## src/rtl/seg7_pkg.sv

```systemverilog
// Shared 7-segment constants (active-low, bits 6..0 = g,f,e,d,c,b,a) for the
// encoder, the scan decoder and their benches.
package seg7_pkg;

  typedef logic [6:0] seg_t;
  typedef logic [3:0] nibble_t;

  localparam seg_t SEG_0     = 7'b1000000;
  localparam seg_t SEG_1     = 7'b1111001;
  localparam seg_t SEG_2     = 7'b0100100;
  localparam seg_t SEG_3     = 7'b0110000;
  localparam seg_t SEG_4     = 7'b0011001;
  localparam seg_t SEG_5     = 7'b0010010;
  localparam seg_t SEG_6     = 7'b0000010;
  localparam seg_t SEG_7     = 7'b1111000;
  localparam seg_t SEG_8     = 7'b0000000;
  localparam seg_t SEG_9     = 7'b0010000;
  localparam seg_t SEG_A     = 7'b0001000;
  localparam seg_t SEG_B     = 7'b0000011;
  localparam seg_t SEG_C     = 7'b1000110;
  localparam seg_t SEG_D     = 7'b0100001;
  localparam seg_t SEG_E     = 7'b0000110;
  localparam seg_t SEG_F     = 7'b0001110;
  localparam seg_t SEG_BLANK = 7'b1111111;

endpackage

```

## src/rtl/seg7_pattern_decode.sv

```systemverilog
// Combinational inverse of the hex-to-segment encoder: classifies a pattern
// as a hex digit, blank, or neither.
module seg7_pattern_decode
  import seg7_pkg::*;
(
  input  logic [6:0] seg,
  output logic [3:0] nibble,
  output logic       is_hex,
  output logic       is_blank
);

  always_comb begin
    nibble   = 4'h0;
    is_hex   = 1'b1;
    is_blank = 1'b0;
    case (seg)
      SEG_0:     nibble = 4'h0;
      SEG_1:     nibble = 4'h1;
      SEG_2:     nibble = 4'h2;
      SEG_3:     nibble = 4'h3;
      SEG_4:     nibble = 4'h4;
      SEG_5:     nibble = 4'h5;
      SEG_6:     nibble = 4'h6;
      SEG_7:     nibble = 4'h7;
      SEG_8:     nibble = 4'h8;
      SEG_9:     nibble = 4'h9;
      SEG_A:     nibble = 4'hA;
      SEG_B:     nibble = 4'hB;
      SEG_C:     nibble = 4'hC;
      SEG_D:     nibble = 4'hD;
      SEG_E:     nibble = 4'hE;
      SEG_F:     nibble = 4'hF;
      SEG_BLANK: begin
        is_hex   = 1'b0;
        is_blank = 1'b1;
      end
      default:   is_hex = 1'b0;
    endcase
  end

endmodule

```

## src/rtl/seg7_scan_decoder.sv

```systemverilog
// Recovers per-digit hex nibbles from a multiplexed active-low 7-segment scan
// bus, committing a digit only after STABLE_CNT identical accepted samples.
module seg7_scan_decoder
  import seg7_pkg::*;
#(
  parameter int unsigned DIGITS     = 4,
  parameter int unsigned STABLE_CNT = 3
) (
  input  logic                  clk,
  input  logic                  reset_n,
  input  logic                  sample_en,
  input  logic [6:0]            seg_in,
  input  logic [DIGITS-1:0]     dig_sel,
  output logic [4*DIGITS-1:0]   digits,
  output logic [DIGITS-1:0]     digit_valid,
  output logic [DIGITS-1:0]     blank,
  output logic [DIGITS-1:0]     code_err,
  output logic                  update,
  output logic [2:0]            update_idx,
  output logic                  scan_err
);

  localparam int unsigned CW = $clog2(STABLE_CNT + 1);
  localparam int unsigned IW = (DIGITS > 1) ? $clog2(DIGITS) : 1;
  localparam logic [CW-1:0] CNT_MAX = CW'(STABLE_CNT);

  seg_t          cand [DIGITS];
  logic [CW-1:0] cnt  [DIGITS];

  logic          onehot;
  logic          accept;
  logic [IW-1:0] sel_idx;
  logic          match;
  logic          saturated;
  logic [CW-1:0] next_cnt;
  logic          commit;
  nibble_t       dec_nibble;
  logic          dec_is_hex;
  logic          dec_is_blank;

  seg7_pattern_decode u_decode (
    .seg      (seg_in),
    .nibble   (dec_nibble),
    .is_hex   (dec_is_hex),
    .is_blank (dec_is_blank)
  );

  // Select the strobed digit and run its stability filter.
  always_comb begin
    onehot  = $onehot(dig_sel);
    accept  = sample_en && onehot;
    sel_idx = '0;
    for (int unsigned i = 0; i < DIGITS; i++) begin
      if (dig_sel[i]) sel_idx = IW'(i);
    end
    match     = (seg_in == cand[sel_idx]);
    saturated = (cnt[sel_idx] == CNT_MAX);
    if (!match)         next_cnt = CW'(1);
    else if (saturated) next_cnt = CNT_MAX;
    else                next_cnt = cnt[sel_idx] + CW'(1);
    // A saturated digit seeing the same pattern again must not re-commit.
    commit = accept && (next_cnt == CNT_MAX) && !(match && saturated);
  end

  always_ff @(posedge clk) begin
    if (!reset_n) begin
      for (int unsigned k = 0; k < DIGITS; k++) begin
        cand[k] <= SEG_BLANK;
        cnt[k]  <= '0;
      end
      digits      <= '0;
      digit_valid <= '0;
      blank       <= '0;
      code_err    <= '0;
      update      <= 1'b0;
      update_idx  <= 3'd0;
      scan_err    <= 1'b0;
    end else begin
      update   <= commit;
      scan_err <= sample_en && !onehot;
      if (commit) update_idx <= 3'(sel_idx);
      if (accept) begin
        cand[sel_idx] <= seg_in;
        cnt[sel_idx]  <= next_cnt;
      end
      for (int unsigned k = 0; k < DIGITS; k++) begin
        if (commit && (sel_idx == IW'(k))) begin
          if (dec_is_hex) begin
            digits[4*k +: 4] <= dec_nibble;
            digit_valid[k]   <= 1'b1;
            blank[k]         <= 1'b0;
            code_err[k]      <= 1'b0;
          end else if (dec_is_blank) begin
            digit_valid[k]   <= 1'b0;
            blank[k]         <= 1'b1;
            code_err[k]      <= 1'b0;
          end else begin
            digit_valid[k]   <= 1'b0;
            blank[k]         <= 1'b0;
            code_err[k]      <= 1'b1;
          end
        end
      end
    end
  end

endmodule

```

## config.mk

```make
export PLATFORM = sky130hd
export DESIGN_NAME = seg7_scan_decoder
export DESIGN_NICKNAME = d
export VERILOG_FILES = /design/src/rtl/seg7_pkg.sv /design/src/rtl/seg7_pattern_decode.sv /design/src/rtl/seg7_scan_decoder.sv
export SDC_FILE = /design/constraint.sdc
export NUM_CORES = 1
export LEC_CHECK = 0
export ABC_AREA = 1
export CORE_ASPECT_RATIO = 1.4
export CORE_UTILIZATION = 59
export CTS_BUF_LIST = sky130_fd_sc_hd__clkbuf_16
export DETAILED_ROUTE_END_ITERATION = 10
export GPL_TIMING_DRIVEN = 0
export PLACE_DENSITY = 0.85
export SETUP_SLACK_MARGIN = 0.1
export SYNTH_ARGS = -nofsm -noshare
export SYNTH_HDL_FRONTEND = slang
export SYNTH_SLANG_ARGS = --single-unit
export TNS_END_PERCENT = 20
```

## constraint.sdc

```tcl
create_clock -name clk -period 6.8 [get_ports clk]
set_input_delay 1.36 -clock clk [delete_from_list [all_inputs] [get_ports clk]]
set_output_delay 1.36 -clock clk [all_outputs]
set_load 0.05 [all_outputs]
```

[Yosys cells after proc, flatten, opt, wreduce, memory -nomap -nowiden]
Memories as Yosys holds them, arrays and structs flattened.
Index checks and enable logic that the tools add are counted.
Operators by class
  add/subtract/negate cells: 4
  equality and inequality tests: 23
  mux-type cells: 23
  reductions and logical operators: 20
Operators by type and width (count)
  $pmux W4 S15: 1
  $eq A7 B7 Y1 const B: 5
  $eq A7 B5 Y1 const B: 3
  $eq A7 B6 Y1 const B: 3
  $reduce_or A16 Y1: 1
  $eq A7 B2 Y1 const B: 2
  $eq A7 B4 Y1 const B: 2
  $mux W1: 14
  $mux W2: 7
  $logic_and A1 B1 Y1: 9
  $eq A2 B2 Y1 const B: 4
  $reduce_and A2 Y1: 4
  $eq A7 B3 Y1 const B: 1
  $eq A7 B7 Y1: 1
  $logic_not A7 Y1: 1
  $mux W7: 1
  $reduce_or A7 Y1: 1
  $add A1 B1 Y2: 2
  $add A2 B2 Y3: 1
  $eq A3 B1 Y1 const B: 1
  $add A2 B1 Y2 const B: 1
  $eq A2 B1 Y1 const B: 1
  $logic_not A1 Y1: 2
  $logic_not A2 Y1: 1
  $reduce_or A2 Y1: 1
Word-level totals
  register bits after elaboration: 32
  bits in writable memories: 36
  bits of input ports: 14
  logic and storage cells: 91
  memories kept: 2
Memory list
  cand: words 4, width 7, read ports 1, clocked after memory_dff 0, write ports 4, RTL line seg7_scan_decoder.sv:27  | seg_t cand [DIGITS];
  cnt: words 4, width 2, read ports 1, clocked after memory_dff 0, write ports 4, RTL line seg7_scan_decoder.sv:28  | logic [CW-1:0] cnt [DIGITS];

[Logic depth before layout (Yosys ltp)]
Gate-level depths: netlist of the first run.
An unclocked memory read counts as a cell.
  word-level depth: 12
  mapped depth: 16
  depth with buffers taken out: 15

[Modules after synthesis]
From an unflattened synthesis of the first run, not the netlist that was laid out.
Unflattened totals
  cells, all modules: 483
  area, all modules: 3601.0 sq um
By module, submodules not included
  seg7_scan_decoder: times used 1, cells each 406, area an instance 3259.4 sq um, sequential area each 1721.7 sq um
  seg7_pattern_decode: times used 1, cells each 77, area an instance 341.6 sq um, sequential area each 0.0 sq um

[Worst setup path before layout of the first run]
OpenSTA, ideal clock, no wires.
  kind: in2reg
  start: input port dig_sel[1]
  end: memory cand[0][0] (netlist name) (enable)
  setup time: 0.387 ns
  arrival time: 3.590 ns
  slack: 2.822 ns
  stages: 9
  cells stage by stage: buf_4 -> inv_2 -> fa_1 -> inv_1 -> ha_1 -> ha_1 -> nor3_1 -> nand2_1 -> o21ai_0
RTL lines
  start: declaration: RTL line seg7_scan_decoder.sv:13  | input logic [DIGITS-1:0] dig_sel,
  end: declaration: RTL line seg7_scan_decoder.sv:27

==> run metrics, run 1 <==
run status=finished, final reports clean; Avg WL per Cell=14.52 um; Core Rows=32; I/O pin total=47; type of the worst min-delay path=reg2reg; core area=5605 um^2; Slew @ Worst Pin=1.269 ns; FF+latch area=1722 um^2; Syn-to-layout area delta=22.21%; largest area contributor in the netlist=edfxtp_1; worst slack at placement=1.714 ns; IO buf count=42; hold buffers post-CTS=0; clk buf depth=2; Cells after Synth=around 460; Syn. warnings=0; fin cells=585; Hold Slack=0.4736 ns; Slew headroom=0.1450; peak supply drop=190.1 uV; vias in the first global route=~3,200; total global-route track usage=0.3082; Overflow after GRT=0; drt pass-1 iters=5; Max Cap Violations=0; Die Y=93.26 um; Initial Utilization=0.6261; multi-input logic area=1430 um^2; antenna viol nets, final=0; H-tree level count=3; period utilization=0.6943; routed vias=3,176; CTS clk-pin slew, worst paths=0.05 ns; TNS Setup=0 ns; Post-CTS Repair Setup Buffers=0; EDFF count, synth=36; CP max FO=10; Setup-failing EPs final=0; WL met3=422 um; clock sink total=a little under 70; first-pass GRT wire length=14,320 um; sequential fraction of the synthesis area=0.4906; most frequent cells in the layout=nand2_1 (122), nor2_1 (76), inv_1 (66), clkdlybuf4s50_1 (42), nand3_1 (39); PnR worst setup slack=2.079 ns; fin crit period=4.721 ns; FILL cells=392; Crit Path Class=in2reg; clk_skew=0.003671 ns; Syn Area/Cell=~7.6 um^2; DR DRC count=0; Tot Pwr=about 0.96 mW; die area=6265 um^2; Setup crit end kind=flop; routed vias/inst=5.429; CP arrival=4.66 ns; Skew-Pair Late Insertion Delay=0.32 ns; Lkg Pwr=1.962 nW; Post-Synthesis Net Count=476; register bit total from synthesis=a little under 70; Peak Freq=around 210 MHz; routed wire length=8495 um; RePlAce Congestion=0.8312; Root Driver=clkbuf_16; ys flop type=edfxtp_1; most common cell after layout, fill and taps aside=nand2_1; Worst Path Required=6.73 ns; post-synth top area share=0.3080; met2 wire length=4507 um; CTS tree=yes; nets@finish=530; Die X=roughly 67 um; Mapped Area=3510 um^2; hold violation total from the final report=0; Startpoint Class=input port; max layer used=met4; max-slew violations=0; FFs w/ async S/R, synth=0; unrepaired setup endpoints after global routing=false; met1 wire length=between 3000 and 4000 um; CTS buffer count=9; Post-Place Cells=between 500 and 600; Cell variety after synth=35; Pwr Density=224.4 nW/um^2; initial antenna violation count=0; 1st-iter DRT viols=257; diode count=0; largest net degree at the start of global routing=13; post-cts resize count=0; post-DP HPWL=6145 um; ratio of cells with drive above 1 in the final layout=0.09478; Synth area leaders=edfxtp_1 (31%), dfxtp_1 (18%), nand2_1 (13%)
-- where the power goes --
part           switching (mW)  internal (mW)  total, mW
logic                  0.0685         0.0288     0.0973
clock network           0.169          0.244      0.413
registers             0.00391          0.448      0.452
total                   0.241          0.721      0.962
-- area by class of cell --
cell class | instances | share of cell area
multi-input combinational | 305 | 0.3334
buffer | 14 | 0.01984
inverter | 72 | 0.06359
clock buffer | 9 | 0.05251
sequential | 68 | 0.4014
tap | 68 | 0.01984
timing repair buffer | 43 | 0.09977
clock inverter | 6 | 0.009627
-- routing by layer --
metal,vias up,global-route usage
met2,114,0.5517
met5,-,0
met1,1483,0.3497
met3,25,0.05244
li1,1554,-
met4,0,0.1277
-- synthesized netlist by cell type (3+ instances only) --
library cell	n
nand2_2	5
inv_1	66
nand2_1	122
inv_2	5
nor2_1	76
buf_6	3
nand4_1	5
clkbuf_1	6
nand3_1	39
nor3_1	4
nand4_2	3
dfxtp_1	32
edfxtp_1	36
o21ai_0	13
a21oi_1	15
-- logic make-up after synthesis --
group,count (synthesis),share of synthesized area
AND/OR/NAND/NOR,269,0.3462
flip-flops,68,0.4906
adder cells (fa/ha/maj),3,0.01283
other,1,0.001068
AO/OA/AOI/OAI,32,0.04741
buffers and inverters,86,0.1020
-- worst paths after layout --
check | from | to | slack [ns] | cells past startpoint
setup / recovery | dig_sel[1] | cand[2][1]$_SDFFCE_PN1P_ | 2.08 | 10
hold / removal | digit_valid[0]$_SDFFE_PN0P_ | digit_valid[0]$_SDFFE_PN0P_ | 0.47 | 2
setup reg to reg | cand[1][6]$_SDFFCE_PN1P_ | digits[8]$_SDFFE_PN0P_ | 4.72 | 13
hold reg to reg | digit_valid[0]$_SDFFE_PN0P_ | digit_valid[0]$_SDFFE_PN0P_ | 0.47 | 2
-- worst max-delay path: stages --
cell and delay, ns:
clkdlybuf4s50_1 0.51, buf_4 0.21, inv_2 0.09, fa_1 0.52, inv_1 0.05, ha_1 0.18
ha_1 0.28, nor3_1 0.24, nand2_1 0.19, o21ai_0 1.02
-- metrics by stage --
stage | util | area [um^2]
after floorplan | - | 3510
after global placement | 0.7163 | 4015
after detailed placement | 0.7176 | 4023
after CTS | 0.7652 | 4289
after global routing | 0.7652 | 4289
final | 0.7652 | 4289
-- state kept, by name (all words and copies together), names as in the netlist --
name and count:
blank 4, cand 28, cnt 8, code_err 4, digit_valid 4, digits 16, scan_err 1, update 1
update_idx 2
No activity file was read; power rests on OpenSTA's default activity.
==> run 2, diff against run 1 <==
CORE_UTILIZATION = 55   (was 59)
PLACE_DENSITY = 0.8   (was 0.85)
clock period = 4.8 ns   (was 6.8 ns; I/O delays follow)
==> run 2 against run 1 <==
Design area up 0.73%. Final cell count rose by 0.68%. Power is 48% higher. Via count is 0.76% lower. Critical path depth rose by 5. Clock skew grew 0.0038 ns. Register-to-register slack worse by 1.9 ns. Critical endpoint is now digits[1]$_SDFFE_PN0P_.
==> run metrics, run 2 (synthesis gave the netlist of run 1 again) <==
run status=finished, final reports clean (unchanged); clk_skew=0.007493 ns (was 0.003671 ns); Avg WL per Cell=14.30 um (was 14.52 um); Comb pwr share=0.095 (was 0.101); Crit Path Class=in2reg (unchanged); antenna viol nets, final=0 (unchanged); reg2reg setup slack=2.82 ns (was 4.72 ns); Tot Pwr=1.429 mW (was 0.9624 mW); Worst Path Required=5.02 ns (was 6.73 ns); core area=6168 um^2 (was 5605 um^2); first-pass GRT wire length=13,920 um (was 14,320 um); Syn-to-layout area delta=23.10% (was 22.21%); Slowest-stage cell, CP=fa_1 (was o21ai_0); sequential power share=0.449 (was 0.470); fin util=0.7004 (was 0.7652); most frequent cells in the layout=nand2_1 (122), nor2_1 (76), inv_1 (66), clkdlybuf4s50_1 (42), nand3_1 (39) (unchanged); RePlAce Congestion=0.8409 (was 0.8312); max reg flops=28 (unchanged); critical path, cell by cell=clkdlybuf4s50_1 -> buf_4 -> inv_2 -> fa_1 -> inv_1 -> ha_1 -> ha_1 -> nor3_1 -> nand2_1 -> nand3b_4 -> nor3_4 -> buf_6 -> nand4_1 -> nand2_1 -> nor2_1 (was clkdlybuf4s50_1 -> buf_4 -> inv_2 -> fa_1 -> inv_1 -> ha_1 -> ha_1 -> nor3_1 -> nand2_1 -> o21ai_0); worst slack at placement=0.08124 ns (was 1.714 ns); ratio of cells with drive above 1 in the final layout=0.09284 (was 0.09478); Slew @ Worst Pin=0.9725 ns (was 1.269 ns); Setup crit end kind=flop (unchanged); Die Y=96.52 um (was 93.26 um); clk buf depth=2 (unchanged); drt pass-1 iters=6 (was 5); largest registers=cand (28), digits (16), cnt (8) (unchanged); most common cell after layout, fill and taps aside=nand2_1 (unchanged); period utilization=0.8342; largest net degree at the start of global routing=14 (was 13); CP max FO=10 (unchanged); routed vias=3,152 (was 3,176); Overflow after GRT=0 (unchanged); I/O pin total=47 (unchanged); CTS clk-pin slew, worst paths=0.05 ns (about the same); Slew headroom=0.3473 (was 0.1450); TNS Setup=0 ns (unchanged); type of the worst min-delay path=reg2reg (unchanged); Lkg Pwr=1.973 nW (was 1.962 nW); Design Area, Final=4320 um^2 (was 4289 um^2); PnR worst setup slack=0.7956 ns (was 2.079 ns); fin cells=589 (was 585); Post-Place Cells=573 (was 570); post-cts resize count=0 (unchanged); Max Cap Violations=0 (unchanged); Initial Utilization=0.5690 (was 0.6261); Placed Area=4020 um^2 (was 4023 um^2); Peak Freq=roughly 250 MHz; DR DRC count=0 (unchanged); Sw Pwr=0.3509 mW (was 0.2415 mW); clock sink total=68 (unchanged); Setup-failing EPs final=0 (unchanged); hold buffers post-CTS=0 (unchanged); routed wire length=8420 um (was 8495 um); largest reg by FF count=cand (unchanged); max-slew violations=0 (unchanged); fin crit period=4.004 ns; Sw Ratio=0.2456 (was 0.2509); vias in the first global route=3,106 (was 3,177); diode count=0 (unchanged); CTS tree=yes (unchanged); IO buf count=42 (unchanged); 1st-iter DRT viols=228 (was 257); internal power=1.078 mW (was 0.7209 mW); Skew-Pair Late Insertion Delay=0.33 ns (was 0.32 ns); Pwr Density=330.7 nW/um^2 (was 224.4 nW/um^2); Root Driver=clkbuf_16 (unchanged); Hold Slack=0.4658 ns (was 0.4736 ns); Core Rows=34 (was 32); die area=6709 um^2 (was 6265 um^2); initial antenna violation count=0 (unchanged); CTS buffer count=9 (unchanged); peak supply drop=283.2 uV (was 190.1 uV); H-tree level count=3 (unchanged); total global-route track usage=0.2696 (was 0.3082); Post-CTS Repair Setup Buffers=0 (unchanged); hold violation total from the final report=0 (unchanged); nets@finish=529 (was 530); Startpoint Class=input port (unchanged); routed vias/inst=5.351 (was 5.429); CP arrival=4.22 ns (was 4.66 ns); Largest stage delay, worst path=0.51 ns (was 1.02 ns); Die X=69.51 um (was 67.19 um); Clock power frac=0.456 (was 0.429); unrepaired setup endpoints after global routing=false (unchanged); post-DP HPWL=6090 um (was 6145 um)
[run 2: layout make-up]
| class | instances | area [um^2] |
|---|---|---|
| buffer | 14 | 85.08 |
| clock buffer | 9 | 225.2 |
| clock inverter | 7 | 75.07 |
| fill | 499 | 1848 |
| inverter | 72 | 272.8 |
| multi-input combinational | 305 | 1430 |
| sequential | 68 | 1722 |
| tap | 72 | 90.09 |
| timing repair buffer | 42 | 420.4 |
[run 2: per-layer routing]
| layer | wire [um] | global-route usage |
|---|---|---|
| met4 | 208 | 0.1514 |
| met3 | 425 | 0.04149 |
| met2 | 4445 | 0.5049 |
| met5 | 0 | 0 |
| met1 | 3339 | 0.2914 |
[run 2: final timing paths]
| path | cells past startpoint | to | startpoint |
|---|---|---|---|
| worst max-delay path | 15 | digits[1]$_SDFFE_PN0P_ | dig_sel[1] |
| worst min-delay path | 2 | digits[6]$_SDFFE_PN0P_ | digits[6]$_SDFFE_PN0P_ |
| worst max register to register | 13 | digits[1]$_SDFFE_PN0P_ | cand[1][6]$_SDFFCE_PN1P_ |
| worst min register to register | 2 | digits[6]$_SDFFE_PN0P_ | digits[6]$_SDFFE_PN0P_ |
[run 2: power groups by stage]
stage | Clock [mW] | Sequential, mW | Combinational [mW]
6_report | 0.652 | 0.641 | 0.136
3_5_place_dp | 0 | 0.653 | 0.134
4_1_cts | 0.654 | 0.641 | 0.135
5_1_grt | 0.677 | 0.643 | 0.152
3_3_place_gp | 0 | 0.652 | 0.130
2_1_floorplan | 0 | 0.654 | 0.0896
[run 2: critical path, delay by kind of cell]
family | cells | cell delay, ns
buffers and inverters | 5 | 1.04
adder cells (fa/ha/maj) | 3 | 0.94
AND/OR/NAND/NOR | 7 | 1.27
==> run 3, diff against run 2 <==
clock period = 3.8 ns   (was 4.8 ns; I/O delays follow)
==> run 3 against run 2 <==
Final cell count did not move. Design area rose by 0.78%. First-iteration DRC count rose by 2.6%. Utilization rose by 0.55 points. Critical endpoint is now cand[0][1]$_SDFFCE_PN1P_. Largest power group unchanged. Highest routed layer unchanged.
==> run metrics, run 3 (synthesis gave the netlist of run 1 again) <==
run status=finished, final reports clean (unchanged); Overflow after GRT=0 (unchanged); Post-CTS Repair Setup Buffers=0 (unchanged); Die Y=96.52 um (unchanged); FF+latch area=1722 um^2 (unchanged); CP arrival=3.55 ns (was 4.22 ns); antenna viol nets, final=0 (unchanged); Initial Utilization=0.5690 (unchanged); reg2reg setup slack=1.75 ns (was 2.82 ns); Startpoint Class=input port (unchanged); clk_skew=0.006232 ns (was 0.007493 ns); Setup crit end kind=flop (unchanged); hold path startpoint=digits[6]$_SDFFE_PN0P_ (unchanged); multi-input logic area=1460 um^2 (was 1430 um^2); max-slew violations=0 (unchanged); hold path endpoint=digits[6]$_SDFFE_PN0P_ (unchanged); routed wire length=8515 um (was 8420 um); Setup-failing EPs final=0 (unchanged); diode count=0 (unchanged); Slew @ Worst Pin=0.9159 ns (was 0.9725 ns); worst r2r src=cand[1][6]$_SDFFCE_PN1P_ (unchanged); critical path, cell by cell=clkdlybuf4s50_1 -> buf_6 -> inv_2 -> fa_1 -> inv_1 -> ha_1 -> ha_1 -> nor3_2 -> nand2_2 -> o21ai_1 (was clkdlybuf4s50_1 -> buf_4 -> inv_2 -> fa_1 -> inv_1 -> ha_1 -> ha_1 -> nor3_1 -> nand2_1 -> nand3b_4 -> nor3_4 -> buf_6 -> nand4_1 -> nand2_1 -> nor2_1); Lkg Pwr=1.978 nW (was 1.973 nW); fin crit period=between 3 and 4 ns; first-pass GRT wire length=13,920 um (unchanged); CTS clk-pin slew, worst paths=0.05 ns (about the same); most frequent cells in the layout=nand2_1 (121), nor2_1 (72), inv_1 (65), clkdlybuf4s50_1 (42), nand3_1 (39) (was nand2_1 (122), nor2_1 (76), inv_1 (66), clkdlybuf4s50_1 (42), nand3_1 (39)); Skew-Pair Late Insertion Delay=0.33 ns (about the same); Slew headroom=0.3853 (was 0.3473); RePlAce Congestion=0.8409 (unchanged); nets@finish=529 (unchanged); drt pass-1 iters=5 (was 6); WHS Path Cells=2 (unchanged); core area=6168 um^2 (unchanged); largest registers=cand (28), digits (16), cnt (8) (unchanged); vias in the first global route=3,106 (unchanged); Slowest-stage cell, CP=o21ai_1 (was fa_1); die area=6709 um^2 (unchanged); largest net degree at the start of global routing=14 (unchanged); Largest stage delay, worst path=0.73 ns (was 0.51 ns); post-DP HPWL=6090 um (unchanged); Peak Freq=277.6 MHz; most common cell after layout, fill and taps aside=nand2_1 (unchanged); clock sink total=68 (unchanged); Max Cap Violations=0 (unchanged); Syn-to-layout area delta=24.06% (was 23.10%); CTS buffer count=9 (unchanged); Reg2Reg Depth=13 (unchanged); unrepaired setup endpoints after global routing=true (was false); FF-to-FF End=digits[1]$_SDFFE_PN0P_ (unchanged); 1st-iter DRT viols=234 (was 228); fin util=0.7059 (was 0.7004); Hold Slack=0.4657 ns (was 0.4658 ns); Pwr Density=415.8 nW/um^2 (was 330.7 nW/um^2); CTS tree=yes (unchanged); FILL cells=493 (was 499); Die X=69.51 um (unchanged); clk buf depth=2 (unchanged); initial antenna violation count=0 (unchanged); Worst Path Required=3.75 ns (was 5.02 ns); Top cell by count, worst path=ha_1; CP max FO=10 (unchanged); period utilization=0.9478; IO buf count=42 (unchanged); routed vias=3,139 (was 3,152); max reg flops=28 (unchanged); largest reg by FF count=cand (unchanged); ratio of cells with drive above 1 in the final layout=0.1103 (was 0.09284); Root Driver=clkbuf_16 (unchanged); peak supply drop=358.1 uV (was 283.2 uV); DR DRC count=0 (unchanged); routed vias/inst=5.329 (was 5.351); type of the worst min-delay path=reg2reg (unchanged); total global-route track usage=0.2696 (unchanged); Crit Path Class=in2reg (unchanged); I/O pin total=47 (unchanged); Avg WL per Cell=14.46 um (was 14.30 um); Core Rows=34 (unchanged); H-tree level count=3 (unchanged); hold violation total from the final report=0 (unchanged)
## run 3: cell counts in the layout (fill, tap and decap cells not counted)
Identical to the previous run, type by type.
## run 3: worst max-delay path by stage
stage          depth (start not counted)                       end  startpoint  slack [ns]
2_1_floorplan                          9  cand[1][0]$_SDFFCE_PN1P_  dig_sel[1]        0.42
3_3_place_gp                          10      cand[3][0]$_DFFE_PP_  dig_sel[1]       -0.63
3_5_place_dp                          10  cand[0][0]$_SDFFCE_PN1P_  dig_sel[1]       -0.72
4_1_cts                               10       cnt[3][1]$_DFFE_PP_  dig_sel[1]       0.005
5_1_grt                               10  cand[0][1]$_SDFFCE_PN1P_  dig_sel[1]        0.08
6_report                              10  cand[0][1]$_SDFFCE_PN1P_  dig_sel[1]        0.20
## run 3: area by class of cell
cell class | count | area share
buffer | 14 | 0.02040
clock buffer | 9 | 0.05172
clock inverter | 7 | 0.01724
inverter | 72 | 0.06264
multi-input combinational | 305 | 0.3353
sequential | 68 | 0.3954
tap | 72 | 0.02069
timing repair buffer | 42 | 0.09655
## run 3: power breakdown
part           total [mW]  switching, mW  internal [mW]
sequential          0.810        0.00779          0.802
combinational       0.178          0.125         0.0524
clock               0.823          0.314          0.509
## run 3: metal layers
layer / vias to the layer above / global-route usage / share of wire
met3: 11 / 0.04149 / 0.055
met4: 0 / 0.1514 / 0.018
li1: 1552 / - / -
met5: - / 0 / 0
met1: 1450 / 0.2914 / 0.39
met2: 126 / 0.5049 / 0.53
## run 3: worst max-delay path: cells and delay by family
| family | cells | cell delay, ns |
|---|---|---|
| adder cells (fa/ha/maj) | 3 | 0.96 |
| AO/OA/AOI/OAI | 1 | 0.73 |
| buffers and inverters | 4 | 0.81 |
| AND/OR/NAND/NOR | 2 | 0.29 |
## run 3: repair_timing
item,in CTS,in global routing
pin swaps,1,2
setup endpoints to repair,51,97
endpoints found under the hold margin,0,0
hold buffers,0,0
gates resized for setup,4,11
## run 3: metrics by stage
stage / power (mW) / instances / TNS [ns] / setup WS [ns] / instance area [um^2]
finish: 1.811 / 589 / 0 / 0.1983 / 4354
global route: 1.866 / 589 / 0 / 0.07809 / 4354
CTS: 1.807 / 589 / 0 / 0.004674 / 4320
detailed placement: 0.9939 / 573 / -36.69 / -0.7188 / 4020
global placement: 0.9876 / 573 / -30.65 / -0.6274 / 4020
floorplan: 0.9390 / 459 / 0 / 0.4223 / 3510
